**config.mk**
```make
export PLATFORM = sky130hd
export DESIGN_NAME = morse_encoder
export DESIGN_NICKNAME = d
export VERILOG_FILES = /design/src/rtl/morse_encoder.sv
export SDC_FILE = /design/constraint.sdc
export NUM_CORES = 1
export LEC_CHECK = 0
export ABC_CLOCK_PERIOD_IN_PS = 9800
export BUFFER_PORTS_ARGS = -buffer_cell sky130_fd_sc_hd__buf_2
export CAP_MARGIN = 20
export CORE_ASPECT_RATIO = 2
export CORE_MARGIN = 2
export CORE_UTILIZATION = 55
export CTS_CLUSTER_SIZE = 24
export DETAILED_ROUTE_END_ITERATION = 8
export PLACE_DENSITY_LB_ADDON = 0.15
export SLEW_MARGIN = 10
export SYNTH_ARGS = -nofsm -noshare
export SYNTH_HDL_FRONTEND = slang
export SYNTH_SLANG_ARGS = --single-unit
```
**constraint.sdc**
```tcl
create_clock -name Clock -period 9.8 [get_ports Clock]
set_input_delay 0.49 -clock Clock [delete_from_list [all_inputs] [get_ports Clock]]
set_output_delay 0.49 -clock Clock [all_outputs]
set_load 0.02 [all_outputs]
```
**src/rtl/morse_encoder.sv**
```systemverilog
// morse_encoder
//   Transmit-side Morse keyer. Accepts one 6-bit symbol code per valid/ready
//   handshake and plays it out as a timed key waveform (dot = 1 unit,
//   dash = 3 units, 1-unit element gap, 3-unit character gap). It also emits
//   one-cycle dot/dash strobes in the Morse decoder's input format, so it can
//   feed the decoder directly for loopback.
//
// Ports
//   Clock      : system clock, posedge
//   Reset      : synchronous, active-high
//   sym        : symbol code, 0-9 digits, 10-35 letters A..Z, 36-63 invalid
//   sym_valid  : sym is valid this cycle
//   sym_ready  : encoder can accept a symbol (IDLE only)
//   key        : keyed carrier, 1 = mark
//   dot        : strobe on the first cycle of each dot mark
//   dash       : strobe on the first cycle of each dash mark
//   busy       : high in every state except IDLE
//   err        : one-cycle pulse after an invalid code is accepted
module morse_encoder #(
    parameter int unsigned UNIT_CYCLES = 4
) (
    input  logic       Clock,
    input  logic       Reset,
    input  logic [5:0] sym,
    input  logic       sym_valid,
    output logic       sym_ready,
    output logic       key,
    output logic       dot,
    output logic       dash,
    output logic       busy,
    output logic       err
);

    localparam int unsigned CNT_W = $clog2(3 * UNIT_CYCLES + 1);
    localparam logic [CNT_W-1:0] UNIT_LAST   = CNT_W'(UNIT_CYCLES - 1);
    localparam logic [CNT_W-1:0] TRIPLE_LAST = CNT_W'(3 * UNIT_CYCLES - 1);

    typedef enum logic [1:0] {
        IDLE,
        MARK,
        GAP,
        CHAR_GAP
    } state_t;

    state_t           r_state;
    logic [CNT_W-1:0] r_cnt;
    logic [2:0]       r_idx;
    logic [5:0]       r_sym;
    logic             r_ready;
    logic             r_key;
    logic             r_dot;
    logic             r_dash;
    logic             r_busy;
    logic             r_err;

    state_t           w_next_state;
    logic [CNT_W-1:0] w_next_cnt;
    logic [2:0]       w_next_idx;
    logic             w_xfer;
    logic [5:0]       w_code;
    logic [2:0]       w_len;
    logic [4:0]       w_pat;
    logic             w_cur_dash;
    logic [CNT_W-1:0] w_mark_last;
    logic             w_dot;
    logic             w_dash;
    logic             w_err;

    // {len[2:0], pat[4:0]}: first element in pat[4], 1 = dash; len 0 = invalid.
    function automatic logic [7:0] morse_lut(input logic [5:0] code);
        logic [7:0] v;
        case (code)
            6'd0:  v = {3'd5, 5'b11111};
            6'd1:  v = {3'd5, 5'b01111};
            6'd2:  v = {3'd5, 5'b00111};
            6'd3:  v = {3'd5, 5'b00011};
            6'd4:  v = {3'd5, 5'b00001};
            6'd5:  v = {3'd5, 5'b00000};
            6'd6:  v = {3'd5, 5'b10000};
            6'd7:  v = {3'd5, 5'b11000};
            6'd8:  v = {3'd5, 5'b11100};
            6'd9:  v = {3'd5, 5'b11110};
            6'd10: v = {3'd2, 5'b01000}; // A
            6'd11: v = {3'd4, 5'b10000}; // B
            6'd12: v = {3'd4, 5'b10100}; // C
            6'd13: v = {3'd3, 5'b10000}; // D
            6'd14: v = {3'd1, 5'b00000}; // E
            6'd15: v = {3'd4, 5'b00100}; // F
            6'd16: v = {3'd3, 5'b11000}; // G
            6'd17: v = {3'd4, 5'b00000}; // H
            6'd18: v = {3'd2, 5'b00000}; // I
            6'd19: v = {3'd4, 5'b01110}; // J
            6'd20: v = {3'd3, 5'b10100}; // K
            6'd21: v = {3'd4, 5'b01000}; // L
            6'd22: v = {3'd2, 5'b11000}; // M
            6'd23: v = {3'd2, 5'b10000}; // N
            6'd24: v = {3'd3, 5'b11100}; // O
            6'd25: v = {3'd4, 5'b01100}; // P
            6'd26: v = {3'd4, 5'b11010}; // Q
            6'd27: v = {3'd3, 5'b01000}; // R
            6'd28: v = {3'd3, 5'b00000}; // S
            6'd29: v = {3'd1, 5'b10000}; // T
            6'd30: v = {3'd3, 5'b00100}; // U
            6'd31: v = {3'd4, 5'b00010}; // V
            6'd32: v = {3'd3, 5'b01100}; // W
            6'd33: v = {3'd4, 5'b10010}; // X
            6'd34: v = {3'd4, 5'b10110}; // Y
            6'd35: v = {3'd4, 5'b11000}; // Z
            default: v = 8'h00;
        endcase
        return v;
    endfunction

    assign w_xfer = sym_valid & r_ready;

    // On the accepting edge the first element must already be known so its
    // strobe can be registered for cycle 1; afterwards the captured code is used.
    assign w_code = w_xfer ? sym : r_sym;
    assign {w_len, w_pat} = morse_lut(w_code);

    assign w_cur_dash  = w_pat[3'd4 - r_idx];
    assign w_mark_last = w_cur_dash ? TRIPLE_LAST : UNIT_LAST;

    always_comb begin
        w_next_state = r_state;
        w_next_cnt   = r_cnt;
        w_next_idx   = r_idx;
        w_dot        = 1'b0;
        w_dash       = 1'b0;
        w_err        = 1'b0;
        case (r_state)
            IDLE: begin
                if (w_xfer) begin
                    if (w_len != 3'd0) begin
                        w_next_state = MARK;
                        w_next_cnt   = '0;
                        w_next_idx   = '0;
                        w_dash       = w_pat[4];
                        w_dot        = ~w_pat[4];
                    end else begin
                        w_err = 1'b1;
                    end
                end
            end
            MARK: begin
                if (r_cnt == w_mark_last) begin
                    w_next_cnt = '0;
                    if (r_idx == w_len - 3'd1) begin
                        w_next_state = CHAR_GAP;
                    end else begin
                        w_next_state = GAP;
                    end
                end else begin
                    w_next_cnt = r_cnt + CNT_W'(1);
                end
            end
            GAP: begin
                if (r_cnt == UNIT_LAST) begin
                    w_next_state = MARK;
                    w_next_cnt   = '0;
                    w_next_idx   = r_idx + 3'd1;
                    // Strobe reflects the element about to start (index + 1).
                    w_dash       = w_pat[3'd3 - r_idx];
                    w_dot        = ~w_pat[3'd3 - r_idx];
                end else begin
                    w_next_cnt = r_cnt + CNT_W'(1);
                end
            end
            CHAR_GAP: begin
                if (r_cnt == TRIPLE_LAST) begin
                    w_next_state = IDLE;
                    w_next_cnt   = '0;
                    w_next_idx   = '0;
                end else begin
                    w_next_cnt = r_cnt + CNT_W'(1);
                end
            end
            default: begin
                w_next_state = IDLE;
                w_next_cnt   = '0;
                w_next_idx   = '0;
            end
        endcase
    end

    // Outputs are registered from the next state so they line up with it.
    always_ff @(posedge Clock) begin
        if (Reset) begin
            r_state <= IDLE;
            r_cnt   <= '0;
            r_idx   <= '0;
            r_sym   <= '0;
            r_ready <= 1'b0;
            r_key   <= 1'b0;
            r_dot   <= 1'b0;
            r_dash  <= 1'b0;
            r_busy  <= 1'b0;
            r_err   <= 1'b0;
        end else begin
            r_state <= w_next_state;
            r_cnt   <= w_next_cnt;
            r_idx   <= w_next_idx;
            if (w_xfer) begin
                r_sym <= sym;
            end
            r_ready <= (w_next_state == IDLE);
            r_key   <= (w_next_state == MARK);
            r_busy  <= (w_next_state != IDLE);
            r_dot   <= w_dot;
            r_dash  <= w_dash;
            r_err   <= w_err;
        end
    end

    assign sym_ready = r_ready;
    assign key       = r_key;
    assign dot       = r_dot;
    assign dash      = r_dash;
    assign busy      = r_busy;
    assign err       = r_err;

endmodule

```
## Yosys cells after proc, flatten, opt, wreduce, memory -nomap -nowiden

Memories as Yosys holds them, arrays and structs flattened.
Index checks and enable logic that the tools add are counted.

- Register bits after elaboration: 21
- ROM bits: 512
- Bits of input ports: 9
- Output and inout port bits: 6
- Logic and storage cells: 76
- Memories kept: 1

- Add/sub/neg operators: 5
- Magnitude comparators: 2
- Eq/ne operators: 12
- Multiplexer cells: 33
- Bitwise operators: 5
- Reduce and logical (&&, ||, !) cells: 8

Memories:

| name | depth | width | read ports | clocked after memory_dff | wr ports | RTL line | source |
|---|---|---|---|---|---|---|---|
| (name not given) | 64 | 8 | 1 | 0 | 0 | 72 | `case (code)` |

Operators by type and width:

| kind | number |
|---|---|
| 4-bit two-way mux | 6 |
| 4-bit case mux with 4 select lines | 1 |
| 3-bit two-way mux | 4 |
| 1-bit two-way mux | 10 |
| 2-bit two-way mux | 5 |
| 3-bit case mux with 3 select lines | 1 |
| 3-bit by 4-bit less-than comparator with 1-bit output, second input constant | 2 |
| 2-bit != test, second input constant | 4 |
| 2-bit case mux with 4 select lines | 1 |
| 1-bit binary-select mux with 3-bit select | 2 |
| 6-bit two-way mux | 1 |
| 3-bit nonzero test | 2 |
| 5-bit AND reduction | 1 |
| 4-bit by 1-bit adder with 4-bit output, second input constant | 1 |
| 2-bit by 1-bit equality test with 1-bit output, second input constant | 2 |
| 2-bit equality test, second input constant | 2 |
| 4-bit by 2-bit equality test with 1-bit output, second input constant | 1 |
| 4-bit equality test | 1 |
| 4-bit equality test, second input constant | 1 |
| 2-bit zero test | 2 |
| 1-bit NOT | 4 |
| 1-bit case mux with 2 select lines | 2 |
| 3-bit by 1-bit adder with 3-bit output, second input constant | 1 |
| 3-bit equality test | 1 |
| other kinds (7) | 7 |

## Depth between registers and ports, before layout

Gate-level depths: netlist of the first run.
An unclocked memory read counts as a cell.

- Depth in word-level cells: 10
- Gate-level depth with buffers: 17
- Mapped depth without buffers: 15

## Worst setup path after synthesis of the first run

No wires, ideal clock.

- Path type: input to register
- From: in sym_valid
- To: reg r_idx[2]
- Library setup time: 0.071 ns
- Arrival: 3.734 ns
- Data required time: 9.729 ns
- Path slack: 5.995 ns
- Stages: 15
- Path buffers: 2
- Cells stage by stage: buf_6 > buf_6 > and3_1 > nor2_1 > inv_1 > ha_1 > a21oi_1 > o21ai_0 > a2bb2oi_1 > ha_1 > ha_1 > nor4_1 > a31oi_1 > or4b_2 > a21oi_1

- Cells in the longest elaborated chain, start to end: 6
- Elaborated cells on any way between the ends: 7
- Classes of those cells: 2 x eq/ne; 1 x mux; 1 x bitwise; 2 x reduce/logical; 1 x memory

RTL lines:

| item | RTL line | source |
|---|---|---|
| from (decl) | 25 | `input logic sym_valid,` |
| 1-bit AND (*) | 114 | `assign w_xfer = sym_valid & r_ready;` |
| 6-bit two-way mux | - |  |
| memory 64 x 8 bit | - |  |
| 3-bit nonzero test | 134 | `if (w_len != 3'd0) begin` |
| 2-bit != test (no line) | - |  |
| 5-bit AND reduction (no line) (*) | - |  |
| to (signal assigned) | 202 | `r_idx <= w_next_idx;` |
| to (decl) | 47 | `logic [2:0] r_idx;` |

Mark *: on every way between the ends. The rest lies on a longest branch, timed or not.
A chain may end at the register's enable or synchronous reset.

## Final worst setup path of the first run

- From: reg r_ready (netlist: sym_ready)
- To: reg r_idx[2]

- Cells in the longest elaborated chain, start to end: 6
- Elaborated cells on any way between the ends: 7
- Classes of those cells: 2 x eq/ne; 1 x mux; 1 x bitwise; 2 x reduce/logical; 1 x memory

RTL lines:

| item | RTL line | source |
|---|---|---|
| from (decl) | 49 | `logic r_ready;` |
| from (signal assigned) | 206 | `r_ready <= (w_next_state == IDLE);` |
| 1-bit AND (*) | 114 |  |
| 6-bit two-way mux | - |  |
| memory 64 x 8 bit | - |  |
| 3-bit nonzero test | 134 |  |
| 2-bit != test (no line) | - |  |
| 5-bit AND reduction (no line) (*) | - |  |

Marked as above.

==> results of run 1 <==
## synth_stat cells, drive strengths merged (5+ instances only)
cell	count
dfxtp	21
buf	12
o21ai	16
nor2	23
and3	5
nand3	10
a31oi	6
a21oi	20
nand2b	7
ha	12
a21boi	5
nand2	13
clkbuf	7
xor2	7
inv	7
mux2i	6
## critical path: cells and delay by family, from the launching register on
kind	cells	cell delay, ns
fa+ha+maj	3	0.81
simple gates	3	1.45
flops	1	0.81
compound gates	6	1.16
buf+inv	1	0.16
## flip-flops by register name (all words and copies together) (netlist names)
register and cells:
busy 1, r_sym 6, dash 1, dot 1
r_state 2, r_idx 3, sym_ready 1, err 1
r_cnt 4, key 1
## power by group
part | internal (mW) | switching, mW
Clock | 0.0283 | 0.0295
Combinational | 0.0569 | 0.0851
Sequential | 0.0923 | 0.0139
## cell type report
class	instances	area, um^2	share of cell area (%)
inverter	7	26.3	1.20
tap	51	63.8	2.92
clock buffer	3	41.3	1.89
clock inverter	1	5.00	0.229
timing repair buffer	14	70.1	3.20
multi-input combinational	212	1560	71.3
sequential	21	420	19.2
## cell families after synthesis
logic type | share of synthesized area, %
adders and majority gates | 7.06
xor gates and xnor gates | 3.29
buffers and inverters | 6.88
muxes | 5.53
DFF | 19.8
AOI/OAI and AO/OA | 34.6
and+or+nand+nor | 22.9
## layer usage
layer / vias to the layer above / wire (um) / part of all wire (%) / GRT usage [%]
met3: 14 / 359 / 6.9 / 3.35
met1: 941 / 2140 / 41 / 36.0
met2: 97 / 2550 / 49 / 39.3
met5: - / 0 / 0 / 0
li1: 986 / - / - / -
met4: 0 / 165 / 3.2 / 10.6
## how the worst max path moves through the flow
stage / from / end / slack (ns) / depth (start not counted)
finish: sym_ready$_SDFF_PP0_ / r_idx[2]$_SDFFE_PP0P_ / 5.36 / 13
global route: sym_ready$_SDFF_PP0_ / r_idx[2]$_SDFFE_PP0P_ / 4.93 / 13
CTS: sym_ready$_SDFF_PP0_ / r_idx[2]$_SDFFE_PP0P_ / 5.42 / 13
detailed placement: sym_ready$_SDFF_PP0_ / r_idx[2]$_SDFFE_PP0P_ / 5.44 / 13
global placement: sym_valid / r_idx[2]$_SDFFE_PP0P_ / 5.63 / 14
floorplan: sym_valid / r_idx[2]$_SDFFE_PP0P_ / 6.00 / 15
==> impl_metrics.ini, run 1 <==
[status]
status = finished, final reports clean

[yosys]
synth_edf_count = 0
syn_avg_cell_area_um2 = 8.21
synth_top_cell_by_area = dfxtp_1
synth.top_cell.area_share_pct = 19.8
yosysWarnings = 0
async_flop_share_pct = 0
synth-seq-cells = 21
ys_seq_area_share_pct = 19.8
mappedNetlistArea_um2 = 2130
synth_area_leaders = dfxtp_1, ha_1, a21oi_1
postSynthCellCount = 259
synth_cell_types = 78
syn_nets = 280
synth_ff_type = dfxtp_1

[drt]
drc_errors = 0
wirelength_um = 5210
ant_nets = 0
drtIter0Drc = 76
num_vias = 2038
wl_per_cell_um = 16.9
viasPerCell = 6.60
drt_first_pass_iters = 4

[placement]
post-dp-hpwl_um = 4010
placed_area_um2 = 2140
pre_cts_ws_ns = 5.44
gp_congestion = 0.927
dp.cells = 305
portBuffers = 14

[timing]
setup_viol = 0
tightest_slew_ns = 0.744
fin_crit_sh_pct = 45.3
finClkSkew_ns = 0.00301
maxSlewViolCount = 0
fin_hold_ws_ns = 0.508
rsz0062_at_grt = false
fin_crit_ns = 4.44
tns_ns = 0
finalHoldViolations = 0
fin_ws_ns = 5.36
max_clock_freq_mhz = 225
slew_headroom_pct = 50.4

[worst_setup_path]
slowest_delay_ns = 0.81
required_ns = 10.00
crit_arrival_ns = 4.64
timing.rr.start = sym_ready$_SDFF_PP0_
path_class = reg -> reg
r2r_cells = 13
start_kind = register
rrSetupSlack_ns = 5.36
crit_slowest_cell = dfxtp_1
r2r-end = r_idx[2]$_SDFFE_PP0P_
crit_top_cell = ha_1
end_kind = register
cp_cell_sequence = a21boi_0 > nor2_1 > inv_1 > ha_1 > a21oi_1 > o21ai_0 > a2bb2oi_1 > ha_1 > ha_1 > nor4_1 > a31oi_1 > or4b_2 > a21oi_1
crit_path_max_fanout = 24

[clocking]
clk_latency_ns = 0.26
clockRootBuffer = clkbuf_8
path_clk_slew_ns = 0.08
cts_sinks = 21
numCtsBuffers = 3
post_cts_buffers = 0
cts_max_level = 1
clk_path_buf_depth = 2
cts_resized = 0
cts_tree = done
holdBufCountCts = 0

[worst_hold_path]
worstHoldPathCells = 2
min_to = r_cnt[2]$_SDFFE_PP0P_
min_path_type = reg -> reg
min_from = r_cnt[2]$_SDFFE_PP0P_

[cells_and_area]
n_antenna_cell = 0
mostFrequentLayoutCell = nor2_1
final_cell_mix = nor2_1, dfxtp_1, a21oi_1
final_area_um2 = 2190
post-route-util_pct = 58.1
instances_no_fill = 309
final_layout_size_suffix_gt1_share_pct = 15.9
n_fill_cell = 376
area_growth_pct = 2.82
nNetsFinal = 280

[die]
num_rows = 32
initial_core_util_pct = 56.5
ios = 15
fp.dieH_um = 91.9
core_area_um2 = 3760
dieArea_um2 = 4410
die_w_um = 48.0

[power]
powerDensity_nw_per_um2 = 140
p_total_mw = 0.306
vdd_ir_drop_max_v = 0.0000930
power_leakage_nw = 0.869

[global_route]
first_global_vias = 1902
grt_pass1_wl_um = 8680
grtUsageTotal_pct = 26.1
grt_overflow_total = 0
grt_max_degree = 25
antenna_found_initial = 0

[flow_run]
drv_cap = 0
Power figures use the tool's default switching activity.
==> run 2: changes to the inputs <==
ABC_CLOCK_PERIOD_IN_PS = 3650   (was 9800)
clock period = 3.65 ns   (was 9.8 ns; I/O delays follow)
==> run 2 against run 1 <==
Against the previous run: final cell count rose by 3.9%; count of clock-buffer cells in the layout did not move; non-clock buffer count increased by 12; die area unchanged; design area up 4.6%; hold slack got worse by 0.18 ns; global-route usage up 1.0 points; power increased to 2.8 times the previous value; sequential cell count did not move; worst setup slack got worse by 5.1 ns; via count grew 3.2%.
==> impl_metrics.ini, run 2 (synthesized netlist as in run 1, its figures left out) <==
[worst_setup_path]
crit_path_max_fanout = 14
required_ns = 3.82
r2r_cells = 12
path_class = reg -> reg
start_kind = register
r2r-end = sym_ready$_SDFF_PP0_
timing.rr.start = sym_ready$_SDFF_PP0_
rrSetupSlack_ns = 0.21
crit_arrival_ns = 3.61
end_kind = register

[clocking]
clk_path_buf_depth = 2
cts_resized = 0
path_clk_slew_ns = 0.09
post_cts_buffers = 0
holdBufCountCts = 0
cts_tree = done
clockRootBuffer = clkbuf_8
cts_sinks = 21
numCtsBuffers = 3
cts_max_level = 1
clk_latency_ns = 0.27

[global_route]
grt_max_degree = 22
first_global_vias = 1936
grt_pass1_wl_um = 9020
grtUsageTotal_pct = 27.1
antenna_found_initial = 0
grt_overflow_total = 0

[drt]
wirelength_um = 5670
drtIter0Drc = 115
drt_first_pass_iters = 5
drc_errors = 0
route.met3.wl_um = 325
wl_per_cell_um = 17.7
topRoutingLayerUsed = met4
ant_nets = 0
num_vias = 2104
met1_length_um = 2430
viasPerCell = 6.55
route.met2.wl_um = 2750

[placement]
gp_congestion = 0.933
placed_area_um2 = 2240
portBuffers = 14
post-dp-hpwl_um = 4260

[cells_and_area]
nNetsFinal = 292
final_layout_size_suffix_gt1_share_pct = 20.4
final_area_um2 = 2290
n_antenna_cell = 0
largestRegisters = r_sym: 6 flops, r_cnt: 4 flops, r_idx: 3 flops
area_growth_pct = 7.53
final_cell_mix = nor2_1, dfxtp_1, a21oi_1
largest_reg_flops = 6
regMostFlops = r_sym
mostFrequentLayoutCell = nor2_1

[die]
core_area_um2 = 3760
initial_core_util_pct = 56.5
num_rows = 32
die_w_um = 48.0
ios = 15
dieArea_um2 = 4410
fp.dieH_um = 91.9

[timing]
fin_crit_ns = 3.44
fin_crit_sh_pct = 94.2
finalHoldViolations = 0
tightest_slew_ns = 0.535
fin_hold_ws_ns = 0.324
tns_ns = 0
maxSlewViolCount = 0
rsz0062_at_grt = false
max_clock_freq_mhz = 291
slew_headroom_pct = 64.3
setup_viol = 0
finClkSkew_ns = 0.0118

[power]
vdd_ir_drop_max_v = 0.000228
power_leakage_nw = 0.929
powerDensity_nw_per_um2 = 377

[worst_hold_path]
worstHoldPathCells = 2
min_from = Reset
min_to = r_sym[3]$_SDFF_PP0_
min_path_type = in -> reg

[status]
status = finished, final reports clean

[flow_run]
drv_cap = 0
-- run 2: cell types whose count changed in the layout (fill, tap and decap cells not counted), sizes merged --
cell  change
buf      +12
-- run 2: critical path, stage by stage, from the launching register on --
cell,delay [ns]
dfxtp_4,0.41
nand2_4,0.09
mux2i_4,0.30
buf_4,0.18
ha_1,0.31
nor3b_1,0.10
o32a_1,0.35
a221oi_2,0.35
nand4_1,0.24
mux2_2,0.31
a31oi_1,0.21
o211a_1,0.22
nor3b_2,0.27
-- run 2: worst max path at each step --
stage	depth (start not counted)	end	slack (ns)	startpoint
detailed placement	12	sym_ready$_SDFF_PP0_	0.22	sym_ready$_SDFF_PP0_
finish	12	sym_ready$_SDFF_PP0_	0.21	sym_ready$_SDFF_PP0_
floorplan	15	r_idx[2]$_SDFFE_PP0P_	0.04	sym_ready$_SDFF_PP0_
global route	13	r_idx[2]$_SDFFE_PP0P_	0.07	sym_ready$_SDFF_PP0_
global placement	12	sym_ready$_SDFF_PP0_	0.26	sym_ready$_SDFF_PP0_
CTS	12	sym_ready$_SDFF_PP0_	0.17	sym_ready$_SDFF_PP0_
-- run 2: layer usage --
layer	vias up	GRT usage, %
li1	1008	-
met5	-	0
met2	99	40.8
met4	0	11.5
met3	18	2.76
met1	979	37.8
-- run 2: final cells by class --
| type | count | area (um^2) |
|---|---|---|
| inverter | 7 | 26.3 |
| sequential | 21 | 424 |
| clock inverter | 1 | 5.00 |
| tap | 51 | 63.8 |
| fill | 371 | 1480 |
| clock buffer | 3 | 41.3 |
| multi-input combinational | 212 | 1570 |
| timing repair buffer | 26 | 160 |
-- run 2: stage by stage --
step	instances	worst slack, ns	total power, mW	util, %
3_5_place_dp	317	0.219	0.693	59.5
5_1_grt	321	0.0711	0.912	60.8
3_3_place_gp	317	0.255	0.689	59.5
4_1_cts	321	0.175	0.856	60.7
6_report	321	0.212	0.861	60.8
2_1_floorplan	259	0.0395	0.593	-
-- run 2: report_power, final --
part | internal (mW) | switching (mW) | total [mW]
registers | 0.249 | 0.0306 | 0.280
logic | 0.172 | 0.246 | 0.419
clock network | 0.0763 | 0.0868 | 0.163
==> run 3: changes to the inputs <==
GPL_TIMING_DRIVEN = 0   (was not set)
==> run 3 against run 2 <==
Against the previous run: via count rose by 2.4%; power rose by 2.1%; sequential power fell by 5%; clock power fell by 3%; global-route usage rose by 1.1 points; critical endpoint unchanged; largest cell class unchanged; largest power group unchanged; highest routed layer unchanged.
==> impl_metrics.ini, run 3 (synthesized netlist as in run 1, its figures left out) <==
[status]
status = finished, final reports clean

[global_route]
met2_usage_pct = 41.6
antenna_found_initial = 0
grt_util_met1_pct = 39.8
met3_usage_pct = 3.94
grt-busiest-layer = met2
grt_pass1_wl_um = 9380
first_global_vias = 2001
grt_overflow_total = 0
grt_max_degree = 13
grtUsageTotal_pct = 28.2

[cells_and_area]
area_growth_pct = 13.0
post-route-util_pct = 63.9
final_layout_size_suffix_gt1_share_pct = 24.3
regMostFlops = r_sym
mostFrequentLayoutCell = nor2_1
final_cell_mix = nor2_1, dfxtp_1, buf_2
n_fill_cell = 371
nNetsFinal = 302
largest_reg_flops = 6
final_area_um2 = 2400
largestRegisters = r_sym: 6 flops, r_cnt: 4 flops, r_idx: 3 flops
n_antenna_cell = 0

[die]
core_area_um2 = 3760
dieArea_um2 = 4410
num_rows = 32
die_w_um = 48.0
ios = 15
fp.dieH_um = 91.9
initial_core_util_pct = 56.5

[worst_setup_path]
required_ns = 3.83
start_kind = register
crit_arrival_ns = 3.69
crit_path_max_fanout = 10
end_kind = register
path_class = reg -> reg

[drt]
ant_nets = 0
num_vias = 2155
wl_per_cell_um = 16.9
drt_first_pass_iters = 5
drtIter0Drc = 75
drc_errors = 0
viasPerCell = 6.51
wirelength_um = 5610

[timing]
fin_ws_ns = 0.133
max_clock_freq_mhz = 284
slew_headroom_pct = 60.9
maxSlewViolCount = 0
finClkSkew_ns = 0.00316
tns_ns = 0
finalHoldViolations = 0
fin_crit_sh_pct = 96.4
setup_viol = 0
tightest_slew_ns = 0.587
fin_crit_ns = 3.52

[power]
swShare_pct = 41.7
power_leakage_nw = 0.959
internal-power_mw = 0.513
p_sw_mw = 0.367
p_comb_share_pct = 51.9
pwr-share-seq_pct = 30.2
p_total_mw = 0.880
vdd_ir_drop_max_v = 0.000225
powerDensity_nw_per_um2 = 366
p_clk_share_pct = 17.9

[clocking]
clk_latency_ns = 0.26
cts_max_level = 1
path_clk_slew_ns = 0.08
cts_tree = done
numCtsBuffers = 3
clockRootBuffer = clkbuf_8
cts_sinks = 21
holdBufCountCts = 0
clk_path_buf_depth = 2

[flow_run]
drv_cap = 0

[worst_hold_path]
min_path_type = in -> reg

[placement]
pre_cts_ws_ns = -0.449
placed_area_um2 = 2260
gp_congestion = 1.05
post-dp-hpwl_um = 4130
portBuffers = 13
==> run 3: changes by cell type in the layout (fill, tap and decap cells not counted), moves of 2 or more <==
| cell | before | now |
|---|---|---|
| clkbuf_1 | 0 | 7 |
| ha_1 | 12 | 9 |
| buf_6 | 0 | 5 |
| a21oi_2 | 2 | 4 |
| a21oi_1 | 18 | 16 |
| buf_4 | 12 | 5 |
| buf_2 | 14 | 19 |
| ha_2 | 0 | 2 |
==> run 3: final cells by class <==
cell class | instances | area [um^2] | area share (%)
multi-input cells | 212 | 1630 | 67.7
flip-flops and latches | 21 | 424 | 17.6
plain buffers | 19 | 120 | 5.00
repair buffers | 17 | 95.1 | 3.96
well taps | 51 | 63.8 | 2.65
clock buffers | 3 | 41.3 | 1.72
inverters | 7 | 26.3 | 1.09
clock inverters | 1 | 5.00 | 0.208
==> run 3: layer usage <==
metal | vias to the layer above | routed length, um
met2 | 93 | 2790
met3 | 12 | 390
li1 | 1032 | -
met4 | 0 | 122
met5 | - | 0
met1 | 1018 | 2310
==> run 3: path summary, 6_finish.rpt <==
path	end	slack [ns]	from	cells past startpoint
max	sym_ready$_SDFF_PP0_	0.13	sym_ready$_SDFF_PP0_	14
min	r_cnt[1]$_SDFFE_PP0P_	0.35	Reset	3
max reg2reg	sym_ready$_SDFF_PP0_	0.13	sym_ready$_SDFF_PP0_	14
min reg2reg	r_cnt[2]$_SDFFE_PP0P_	0.52	r_cnt[2]$_SDFFE_PP0P_	2
==> run 3: what timing repair did <==
item | CTS | global route
resized for setup | 6 | 9
setup buffers | 4 | 0
pin swaps | 1 | 3
setup endpoints to repair | 4 | 6
==> run 3: critical path: stages, from the launching register on <==
cell and delay [ns]:
dfxtp_4 0.37, buf_6 0.15, nand2_4 0.17, mux2i_4 0.28, buf_4 0.16, buf_4 0.16
ha_2 0.26, nor3b_1 0.08, o32a_1 0.34, a221oi_2 0.28, nand4_1 0.24, mux2_2 0.32
a31oi_1 0.20, o211a_1 0.22, nor3b_2 0.20
==> run 3: power groups by stage <==
stage / combinational, mW / sequential [mW] / clock [mW]
finish: 0.456 / 0.266 / 0.158
global route: 0.499 / 0.270 / 0.169
CTS: 0.440 / 0.265 / 0.163
detailed placement: 0.419 / 0.270 / 0
global placement: 0.412 / 0.270 / 0
floorplan: 0.316 / 0.278 / 0
==> run 3: stage by stage <==
step                      hold slack (ns)  instances
after floorplan                     0.373        259
after global placement              0.495        323
after detailed placement            0.509        323
after CTS                           0.361        331
after global routing                0.367        331
final                               0.349        331
